### src/rtl/irq_timer_bank.sv
// irq_timer_bank: NUM_CH independent periodic / one-shot interrupt timers.
// Each channel keeps a counter, a latched period, a pending flag and a sticky
// overrun flag. Flags are registered and fed to the interrupt controller.
module irq_timer_bank #(
   parameter int unsigned NUM_CH = 4,
   parameter int unsigned CNT_W  = 27
) (
   input  logic                      clk,
   input  logic                      srst,
   input  logic [NUM_CH-1:0]         en,
   input  logic [NUM_CH-1:0]         oneshot,
   input  logic [NUM_CH*CNT_W-1:0]   period,
   input  logic [NUM_CH-1:0]         irq_ack,
   input  logic [NUM_CH-1:0]         ovr_clr,
   output logic [NUM_CH-1:0]         irq,
   output logic                      irq_any,
   output logic [NUM_CH-1:0]         overrun,
   output logic [CNT_W-1:0]          cnt_dbg
);

   typedef enum logic [1:0] {
      ST_IDLE = 2'd0,
      ST_RUN  = 2'd1,
      ST_DONE = 2'd2
   } state_t;

   state_t           st_q  [NUM_CH];
   state_t           st_d  [NUM_CH];
   logic [CNT_W-1:0] cnt_q [NUM_CH];
   logic [CNT_W-1:0] cnt_d [NUM_CH];
   logic [CNT_W-1:0] per_q [NUM_CH];
   logic [CNT_W-1:0] per_d [NUM_CH];
   logic [NUM_CH-1:0] pend_q, pend_d;
   logic [NUM_CH-1:0] ovr_q, ovr_d;
   logic [NUM_CH-1:0] term;
   logic              irq_any_q;

   // State and data registers for every channel, plus the aggregated irq flag.
   always_ff @(posedge clk) begin
      if (srst) begin
         for (int i = 0; i < NUM_CH; i++) begin
            st_q[i]  <= ST_IDLE;
            cnt_q[i] <= '0;
            per_q[i] <= '0;
         end
         pend_q    <= '0;
         ovr_q     <= '0;
         irq_any_q <= 1'b0;
      end else begin
         for (int i = 0; i < NUM_CH; i++) begin
            st_q[i]  <= st_d[i];
            cnt_q[i] <= cnt_d[i];
            per_q[i] <= per_d[i];
         end
         pend_q    <= pend_d;
         ovr_q     <= ovr_d;
         irq_any_q <= |pend_q;
      end
   end

   // Per-channel next state: counting, reload on terminal, pending/overrun update.
   always_comb begin
      term   = '0;
      pend_d = pend_q & ~irq_ack;
      ovr_d  = ovr_q & ~ovr_clr;
      for (int i = 0; i < NUM_CH; i++) begin
         st_d[i]  = st_q[i];
         cnt_d[i] = cnt_q[i];
         per_d[i] = per_q[i];
         case (st_q[i])
            ST_IDLE: begin
               cnt_d[i] = '0;
               if (en[i] && (period[i*CNT_W +: CNT_W] != '0)) begin
                  st_d[i]  = ST_RUN;
                  per_d[i] = period[i*CNT_W +: CNT_W];
               end
            end
            ST_RUN: begin
               if (!en[i]) begin
                  st_d[i]  = ST_IDLE;
                  cnt_d[i] = '0;
               end else if (cnt_q[i] == (per_q[i] - CNT_W'(1))) begin
                  term[i]  = 1'b1;
                  cnt_d[i] = '0;
                  per_d[i] = period[i*CNT_W +: CNT_W];
                  // One-shot takes priority so a zero reload cannot bypass re-arm.
                  if (oneshot[i]) begin
                     st_d[i] = ST_DONE;
                  end else if (period[i*CNT_W +: CNT_W] == '0) begin
                     st_d[i] = ST_IDLE;
                  end
               end else begin
                  cnt_d[i] = cnt_q[i] + CNT_W'(1);
               end
            end
            ST_DONE: begin
               cnt_d[i] = '0;
               if (!en[i]) begin
                  st_d[i] = ST_IDLE;
               end
            end
            default: begin
               st_d[i]  = ST_IDLE;
               cnt_d[i] = '0;
            end
         endcase
         // A new event always wins over ack; it overruns only if unacknowledged.
         if (term[i]) begin
            pend_d[i] = 1'b1;
            if (pend_q[i] && !irq_ack[i]) begin
               ovr_d[i] = 1'b1;
            end
         end
      end
   end

   assign irq     = pend_q;
   assign irq_any = irq_any_q;
   assign overrun = ovr_q;
   assign cnt_dbg = cnt_q[0];

endmodule

### config.mk
export PLATFORM = sky130hd
export DESIGN_NAME = irq_timer_bank
export DESIGN_NICKNAME = d
export VERILOG_FILES = /design/src/rtl/irq_timer_bank.sv
export SDC_FILE = /design/constraint.sdc
export NUM_CORES = 1
export LEC_CHECK = 0
export BUFFER_PORTS_ARGS = -buffer_cell sky130_fd_sc_hd__clkbuf_2
export CORE_MARGIN = 4
export CORE_UTILIZATION = 45
export CTS_BUF_LIST = sky130_fd_sc_hd__clkbuf_4
export DETAILED_ROUTE_END_ITERATION = 12
export MAX_ROUTING_LAYER = met4
export SYNTH_ARGS = -nofsm -noshare
export SYNTH_HDL_FRONTEND = slang
export SYNTH_SLANG_ARGS = --single-unit
### constraint.sdc
create_clock -name clk -period 4.84 [get_ports clk]
set_clock_uncertainty 0.15 [all_clocks]
set_input_delay 0.726 -clock clk [delete_from_list [all_inputs] [get_ports clk]]
set_output_delay 0.726 -clock clk [all_outputs]
set_load 0.02 [all_outputs]
* After elaboration in Yosys (flattened, before gate mapping) *
Memory sizes are Yosys's and may differ from the RTL's.
Index checks and enable logic that the tools add are counted.

storage, ports and cells
  flip-flop bits (word level) = 9
  RAM bits = 224
  input port bits = 126
  output and inout port bits = 36
  logic and storage cells = 162
  memories = 3

memory list
  memory  words  width  read ports  clocked after memory_dff  wr ports  line  text
  cnt_q   4      27     4           0                         4         29    logic [CNT_W-1:0] cnt_q [NUM_CH];
  per_q   4      27     4           0                         4         31    logic [CNT_W-1:0] per_q [NUM_CH];
  st_q    4      2      4           0                         4         27    state_t st_q [NUM_CH];

operators by class
  $add $sub $neg = 8
  equality and inequality tests = 12
  mux-type cells = 95
  bitwise operators = 16
  reduce and logical (&&, ||, !) cells = 25

operators with widths
  cell                   count
  $mux 27                32
  $pmux 27 s2            4
  $add 27x1->27 const B  4
  $eq 27x27->1           4
  $logic_not 27->1       4
  $reduce_bool 27->1     4
  $sub 27x1->27 const B  4
  $mux 2                 28
  $mux 1                 27
  $pmux 2 s3             4
  $or 1x1->1             12
  $and 4x4->4            2
  $eq 2x1->1 const B     4
  $eq 2x2->1 const B     4
  $logic_and 1x1->1      8
  $logic_not 2->1        4
  $not 4->4              2
  $logic_not 1->1        4
  $reduce_or 4->1        1

* Depth between registers and ports, before layout *
Gate-level depths: netlist of run 1.

  word-level depth = 7
  gate-level depth with buffers = 13

* Worst setup path before layout of run 1 *
No wires, ideal clock.

  path type = register -> register
  start = mem per_q[3][0]
  end = mem per_q[3][10]
  library setup time = 0.072 ns
  data arrival time = 3.077 ns
  required time = 4.618 ns
  setup slack = 1.541 ns
  stages on the path, launching flop included = 14
  path buffers = 3
  path through = dfxtp_1 -> inv_1 -> ha_1 -> nor4b_1 -> and4_1 -> buf_2 -> and3_1 -> o211ai_1 -> a2111oi_1 -> nand4_1 -> a21oi_1 -> buf_2 -> buf_6 -> mux2i_1

RTL lines
  what                line
  start: declaration  31

==> run metrics, run 1 <==
sequential cell area roughly 4700 sq um; static leakage 6.50 nW; highest clock rate 256 MHz; die width about 190 um; number of standard cells after synthesis 1760; sequential fraction of the synthesis area 0.317; VDD IR-drop max approximately 0.00013 V; area occupied by multi-input gates 9360 sq um; fill cell count 3168; worst hold-check path type in2reg; maximum level of the CTS H-tree 3; relative max-transition margin 0.206; Post-CTS Hold Buffers 0; post-cts gate resize count 0; EDFF count, synth 0; number of cells on the worst reg-to-reg path 10; start point of the critical path per_q[3][0]$_SDFFE_PP0P_; final setup violation count 0; area growth from synthesis to final layout 12.3%; clock tree root driver cell sky130_fd_sc_hd__clkbuf_4; # Max-Cap Violations 0; total congestion overflow after global routing 0; Pint 0.00341 W; netlist area before placement 14700 sq um; max-slew violation total from the final report 0; number of distinct standard cells referenced by the synthesized netlist 82; starting density of the core 0.461; worst endpoint required time 5.31 ns; Total Neg Setup Slack 0 ns; CTS tree done; count of input and output buffers 161; Commonest cells post-synth sky130_fd_sc_hd__nand2b_1, sky130_fd_sc_hd__dfxtp_1, sky130_fd_sc_hd__nor2_1; via count of the first global-routing pass 12500; clock share of power 0.400; dominant synthesized flop cell sky130_fd_sc_hd__dfxtp_1; share of Yosys cell area claimed by the top area cell type 0.317; Die ar. 35600 sq um; beginning of the worst register-to-register path per_q[3][0]$_SDFFE_PP0P_; switching part of the total power 0.293; capture point of the worst path per_q[3][11]$_SDFFE_PP0P_; period utilization 0.808; Sequential Power Share 0.433; peak fanout along the critical path 25; largest net degree at the start of global routing 99; longest individual stage delay on the worst path 0.59 ns; kind of critical path reg2reg; combinational cell fraction of total power 0.167; y dimension of the die ~190 um; number of clock sinks seen by CTS 233; Slew @ Worst Pin 1.19 ns; CP Launch Type flop; clock insertion delay at the later pin of the skew report about 0.73 ns; wire length per cell after detailed routing 16.1 um; share of final-layout standard cells stronger than drive strength 1 0.165; minimum setup slack in the final design 0.929 ns; boundary pin count 162; Bufs and invs on worst path 2; FF-to-FF End per_q[3][11]$_SDFFE_PP0P_; pre-CTS setup slack 0.974 ns; floorplan core area 31900 sq um; most area-hungry cell type in the Yosys netlist sky130_fd_sc_hd__dfxtp_1; Total Routing Usage GR 0.219; number of remaining DRC errors 0; largest delay contributor family on the critical path compound AO/OA/AOI/OAI gates; Crit. End Element flop; largest cells by area after synthesis sky130_fd_sc_hd__dfxtp_1, sky130_fd_sc_hd__nand2b_1, sky130_fd_sc_hd__mux2i_1; number of flip-flops and latches in the synthesized netlist 233; final layout net count 2027; Post-synth ARST share 0; setup repair after global routing missed its margin false; worst-path cell with the longest stage delay sky130_fd_sc_hd__or4b_1; outcome complete, no violations; Register-to-Register Setup Slack 0.93 ns; routed wire length 38400 um; Pre-Repair DR Iteration Count 5; post-route core utilization 0.518; Starting DRT DRC Count 567; most frequent cell after synthesis sky130_fd_sc_hd__nand2b_1; total clock buffers created by CTS just under 70; total nets after synthesis 1894; buffers inserted during post-CTS setup optimization 0; yosys warns 0; Cell Chain, Critical Path inv_1 > ha_1 > or4b_1 > a2111oi_0 > o21ai_0 > a2111oi_1 > nand4_1 > a21oi_4 > buf_4 > mux2i_1; wire length of the first global-routing pass 63600 um; buffers from clock root to sink, at most 3; PD cells 292 nW/um^2; residual antenna-violating net count after detailed routing 0; number of gates on the worst path with buffers counted 10; final RePlAce weighted congestion 0.924; Arrival @ worst endpoint 4.39 ns; placement row count 65; number of antenna violations at the first check in global routing 2; clock slew at the register clock pins of the worst setup and hold paths ~0.060 ns; vias per inst 5.41; power spent charging and discharging nets about 0.0014 W; HPWL after DPL 28700 um; Final Hold Violating Endpoints 0; DR vias around 13000; Period minus WS final 3.91 ns; Post-Syn Area per Cell 8.35 sq um
## cell usage in the layout (no fill, tap or decap), drive strengths merged, types with 66 or more instances in the layout
master  count
nand2      70
clkbuf    268
nand2b    236
nor2      177
xor2      122
mux2i     115
nor4       66
xnor2      92
dfxtp     233
nand3      66
## area by class of cell
class                      count  share of cell area
inverter                      27             0.00614
clock inverter                12             0.00432
timing repair buffer         177              0.0570
sequential                   233               0.283
clock buffer                 108              0.0491
antenna                        4            0.000606
multi-input combinational   1385               0.567
tap                          435              0.0330
## power groups by stage
stage	combinational, W	clock, W	sequential [W]
2_1_floorplan	0.000619	0	0.00208
3_3_place_gp	0.000793	0	0.00213
3_5_place_dp	0.000800	0	0.00213
4_1_cts	0.000807	0.00201	0.00209
5_1_grt	0.000900	0.00212	0.00210
6_report	0.000807	0.00193	0.00209
## tightest hold or removal path: cells and delay by family
kind	cells	cell delay [ns]
buffers and inverters	2	0.14
AOI/OAI and AO/OA	1	0.06
## flip-flops by register name, summed over array words and instances, names as in the netlist
signal	flops
cnt_q	108
irq	4
irq_any	1
overrun	4
per_q	108
st_q	8
## cells by family (layout without fill, tap and decap cells)
| logic type | Yosys count | in the layout | share of synthesized area |
|---|---|---|---|
| muxes | 117 | 117 | 0.0799 |
| and+or+nand+nor | 875 | 875 | 0.336 |
| adders and majority gates | 8 | 8 | 0.00681 |
| other | 0 | 4 | 0 |
| buffers and inverters | 142 | 324 | 0.0484 |
| xor gates and xnor gates | 216 | 216 | 0.131 |
| DFF | 233 | 233 | 0.317 |
| AOI/OAI and AO/OA | 169 | 169 | 0.0806 |
## worst min-delay path by stage
stage | startpoint | to | depth (start not counted)
floorplan | cnt_q[0][27]$_SDFF_PP0_ | cnt_q[0][27]$_SDFF_PP0_ | 1
global placement | overrun[2]$_SDFF_PP0_ | overrun[2]$_SDFF_PP0_ | 2
detailed placement | overrun[2]$_SDFF_PP0_ | overrun[2]$_SDFF_PP0_ | 2
CTS | oneshot[0] | st_q[0][1]$_SDFFE_PP0P_ | 3
global route | oneshot[0] | st_q[0][1]$_SDFFE_PP0P_ | 3
finish | oneshot[0] | st_q[0][1]$_SDFFE_PP0P_ | 3
## layer usage
layer  up-vias  track usage  share of wire
met1      5999        0.277           0.46
li1       6505            -              -
met4         0       0.0659          0.024
met2       296        0.353           0.47
met5         -            -              0
met3        86       0.0465          0.047
## through the flow
stage	hold WS, ns	total power [W]	cells	cell area, sq um
after CTS	0.0487	0.00490	2377	16500
after global routing	0.0383	0.00512	2379	16500
after floorplan	0.291	0.00270	1760	14700
final	0.104	0.00482	2381	16500
after global placement	0.296	0.00292	2257	15600
after detailed placement	0.300	0.00293	2257	15600
Note: power is estimated with default switching activity, not from simulation.
==> run 2, diff against run 1 <==
PLACE_DENSITY = 0.66   (was unset)
clock period = 3.4 ns   (was 4.84 ns; I/O delays follow)
==> run 2 against run 1 <==
Effect of this change: the flow now finishes with violations (setup timing); power up 49%; flip-flop and latch count stayed put; highest routed layer unchanged; fmax is 14% higher; critical path type unchanged; utilization increased by 6.8 points; critical endpoint is now cnt_q[0][33]$_SDFF_PP0_; wire length rose by 11%.
==> run metrics, run 2 (same netlist as run 1, synthesis figures left out) <==
outcome complete, but fails checks (was complete, no violations); violated checks setup timing; buffers from clock root to sink, at most 3 (unchanged); VDD IR-drop max 0.000251 V (was 0.000130 V); start point of the critical path per_q[1][12]$_SDFFE_PP0P_ (was per_q[3][0]$_SDFFE_PP0P_); share of final-layout standard cells stronger than drive strength 1 0.197 (was 0.165); Arrival @ worst endpoint 3.82 ns (was 4.39 ns); vias per inst 5.37 (was 5.41); total clock buffers created by CTS 67 (was 69); wire length per cell after detailed routing 16.4 um (was 16.1 um); minimum setup slack in the final design -0.0202 ns (was 0.929 ns); Total Routing Usage GR 0.237 (was 0.219); Crit. End Element flop (unchanged); most common cell after layout, fill and taps aside sky130_fd_sc_hd__nand2b_1 (unchanged); wire length of the first global-routing pass 69100 um (was 63600 um); number of antenna violations at the first check in global routing 2 (unchanged); clock slew at the register clock pins of the worst setup and hold paths 0.07 ns (was 0.06 ns); relative max-transition margin 0.450 (was 0.206); beginning of the worst register-to-register path per_q[1][12]$_SDFFE_PP0P_ (was per_q[3][0]$_SDFFE_PP0P_); clock insertion delay at the later pin of the skew report 0.68 ns (was 0.73 ns); kind of critical path reg2reg (unchanged); Period minus WS final 3.42 ns (was 3.91 ns); Layout Cell Area excl Fill 18700 sq um (was 16500 sq um); # Max-Cap Violations 0 (unchanged); number of cells on the worst reg-to-reg path 10 (unchanged); FF-to-FF End cnt_q[0][33]$_SDFF_PP0_ (was per_q[3][11]$_SDFFE_PP0P_); area growth from synthesis to final layout 27.1% (was 12.3%); Placed Area 16200 sq um (was 15600 sq um); via count of the first global-routing pass 14000 (was 12500); starting density of the core 0.461 (unchanged); placement row count 65 (unchanged); largest net degree at the start of global routing 105 (was 99); commonest cells after routing, fill and taps aside sky130_fd_sc_hd__nand2b_1, sky130_fd_sc_hd__dfxtp_1, sky130_fd_sc_hd__nor2_1 (unchanged); clock tree root driver cell sky130_fd_sc_hd__clkbuf_4 (unchanged); maximum level of the CTS H-tree 3 (unchanged); Die ar. 35600 sq um (unchanged); setup repair after global routing missed its margin true (was false); boundary pin count 162 (unchanged); Pre-Repair DR Iteration Count 5 (unchanged); largest registers cnt_q (108), per_q (108), st_q (8) (unchanged); CTS tree done (unchanged); Register-to-Register Setup Slack -0.02 ns (was 0.93 ns); die width 189 um (unchanged); period utilization 1.01 (was 0.808); HPWL after DPL 29000 um (was 28700 um); routed wire length 42500 um (was 38400 um); final setup violation count 18 (was 0); static leakage 7.52 nW (was 6.50 nW); Total Neg Setup Slack -0.171 ns (was 0 ns); count of input and output buffers 161 (unchanged); number of remaining DRC errors 0 (unchanged); Starting DRT DRC Count 663 (was 567); capture point of the worst path cnt_q[0][33]$_SDFF_PP0_ (was per_q[3][11]$_SDFFE_PP0P_); PD cells 384 nW/um^2 (was 292 nW/um^2); highest clock rate 292 MHz (was 256 MHz); max-slew violation total from the final report 0 (unchanged); DR vias 13900 (was 12900); floorplan core area 31900 sq um (unchanged); worst hold-check path type in2reg (unchanged); total congestion overflow after global routing 0 (unchanged); Slew @ Worst Pin 0.826 ns (was 1.19 ns); Final Hold Violating Endpoints 0 (unchanged); final layout net count 2234 (was 2027); number of clock sinks seen by CTS 233 (unchanged); final RePlAce weighted congestion 0.905 (was 0.924); peak fanout along the critical path 13 (was 25); residual antenna-violating net count after detailed routing 0 (unchanged); CP Launch Type flop (unchanged); worst endpoint required time 3.80 ns (was 5.31 ns); y dimension of the die 189 um (unchanged)
-- run 2: cell types whose count changed in the layout (fill, tap and decap cells not counted), moves of 6 or more --
cell                            change
sky130_fd_sc_hd__buf_4             +71
sky130_fd_sc_hd__buf_12             +8
sky130_fd_sc_hd__clkinv_1           +6
sky130_fd_sc_hd__clkbuf_4          -10
sky130_fd_sc_hd__dlygate4sd3_1    +124
-- run 2: what timing repair did --
action | CTS | global route
gates cloned | 1 | 5
hold endpoints to repair | 123 | 0
setup buffers | 0 | 7
setup endpoints to repair | 44 | 223
hold buffers | 124 | 0
resized for setup | 3 | 32
pin swaps | 2 | 11
-- run 2: worst min-delay path by stage --
stage                                 start                      end  slack, ns  cells past startpoint
floorplan           cnt_q[0][27]$_SDFF_PP0_  cnt_q[0][27]$_SDFF_PP0_       0.29                      1
global placement      overrun[2]$_SDFF_PP0_    overrun[2]$_SDFF_PP0_       0.30                      2
detailed placement    overrun[1]$_SDFF_PP0_    overrun[1]$_SDFF_PP0_       0.31                      2
CTS                                    srst        irq[2]$_SDFF_PP0_       0.16                      2
global route                           srst        irq[2]$_SDFF_PP0_       0.22                      2
finish                                 srst        irq[2]$_SDFF_PP0_       0.21                      2
-- run 2: critical path, stage by stage, from the launching register on --
cell,delay (ns)
sky130_fd_sc_hd__dfxtp_2,0.32
sky130_fd_sc_hd__or4_4,0.53
sky130_fd_sc_hd__or3_4,0.36
sky130_fd_sc_hd__or4_4,0.55
sky130_fd_sc_hd__a22oi_2,0.20
sky130_fd_sc_hd__nand4_1,0.15
sky130_fd_sc_hd__nor4_4,0.47
sky130_fd_sc_hd__buf_4,0.21
sky130_fd_sc_hd__or3b_4,0.17
sky130_fd_sc_hd__clkbuf_16,0.17
sky130_fd_sc_hd__nor2_1,0.05
-- run 2: area by class of cell --
| type | count | area, sq um |
|---|---|---|
| well taps | 435 | 544 |
| clock buffers | 98 | 736 |
| flip-flops and latches | 233 | 4670 |
| diodes | 2 | 5.00 |
| clock inverters | 21 | 134 |
| multi-input cells | 1387 | 9530 |
| fillers | 2894 | 13200 |
| repair buffers | 384 | 2960 |
| inverters | 27 | 101 |
-- run 2: stage by stage --
stage | utilization | power [W] | instances | setup slack [ns] | hold WS, ns
after floorplan | - | 0.00384 | 1760 | 0.101 | 0.291
after global placement | 0.509 | 0.00427 | 2329 | -0.0293 | 0.297
after detailed placement | 0.509 | 0.00429 | 2329 | -0.0831 | 0.312
after CTS | 0.576 | 0.00721 | 2573 | -0.0264 | 0.161
after global routing | 0.586 | 0.00759 | 2587 | -0.102 | 0.217
final | 0.586 | 0.00718 | 2587 | -0.0202 | 0.215
-- run 2: metal layers --
layer,global-route usage,share of wire
met2,0.397,0.48
met5,-,0
met1,0.287,0.45
met4,0.0858,0.028
met3,0.0409,0.039
-- run 2: report_power, final --
| part | leakage [nW] | internal (W) | switching [W] | total, W |
|---|---|---|---|---|
| logic | 5.11 | 0.000754 | 0.000743 | 0.00150 |
| registers | 1.90 | 0.00282 | 0.000126 | 0.00294 |
| clock network | 0.522 | 0.00147 | 0.00126 | 0.00274 |
| total | 7.52 | 0.00505 | 0.00213 | 0.00718 |
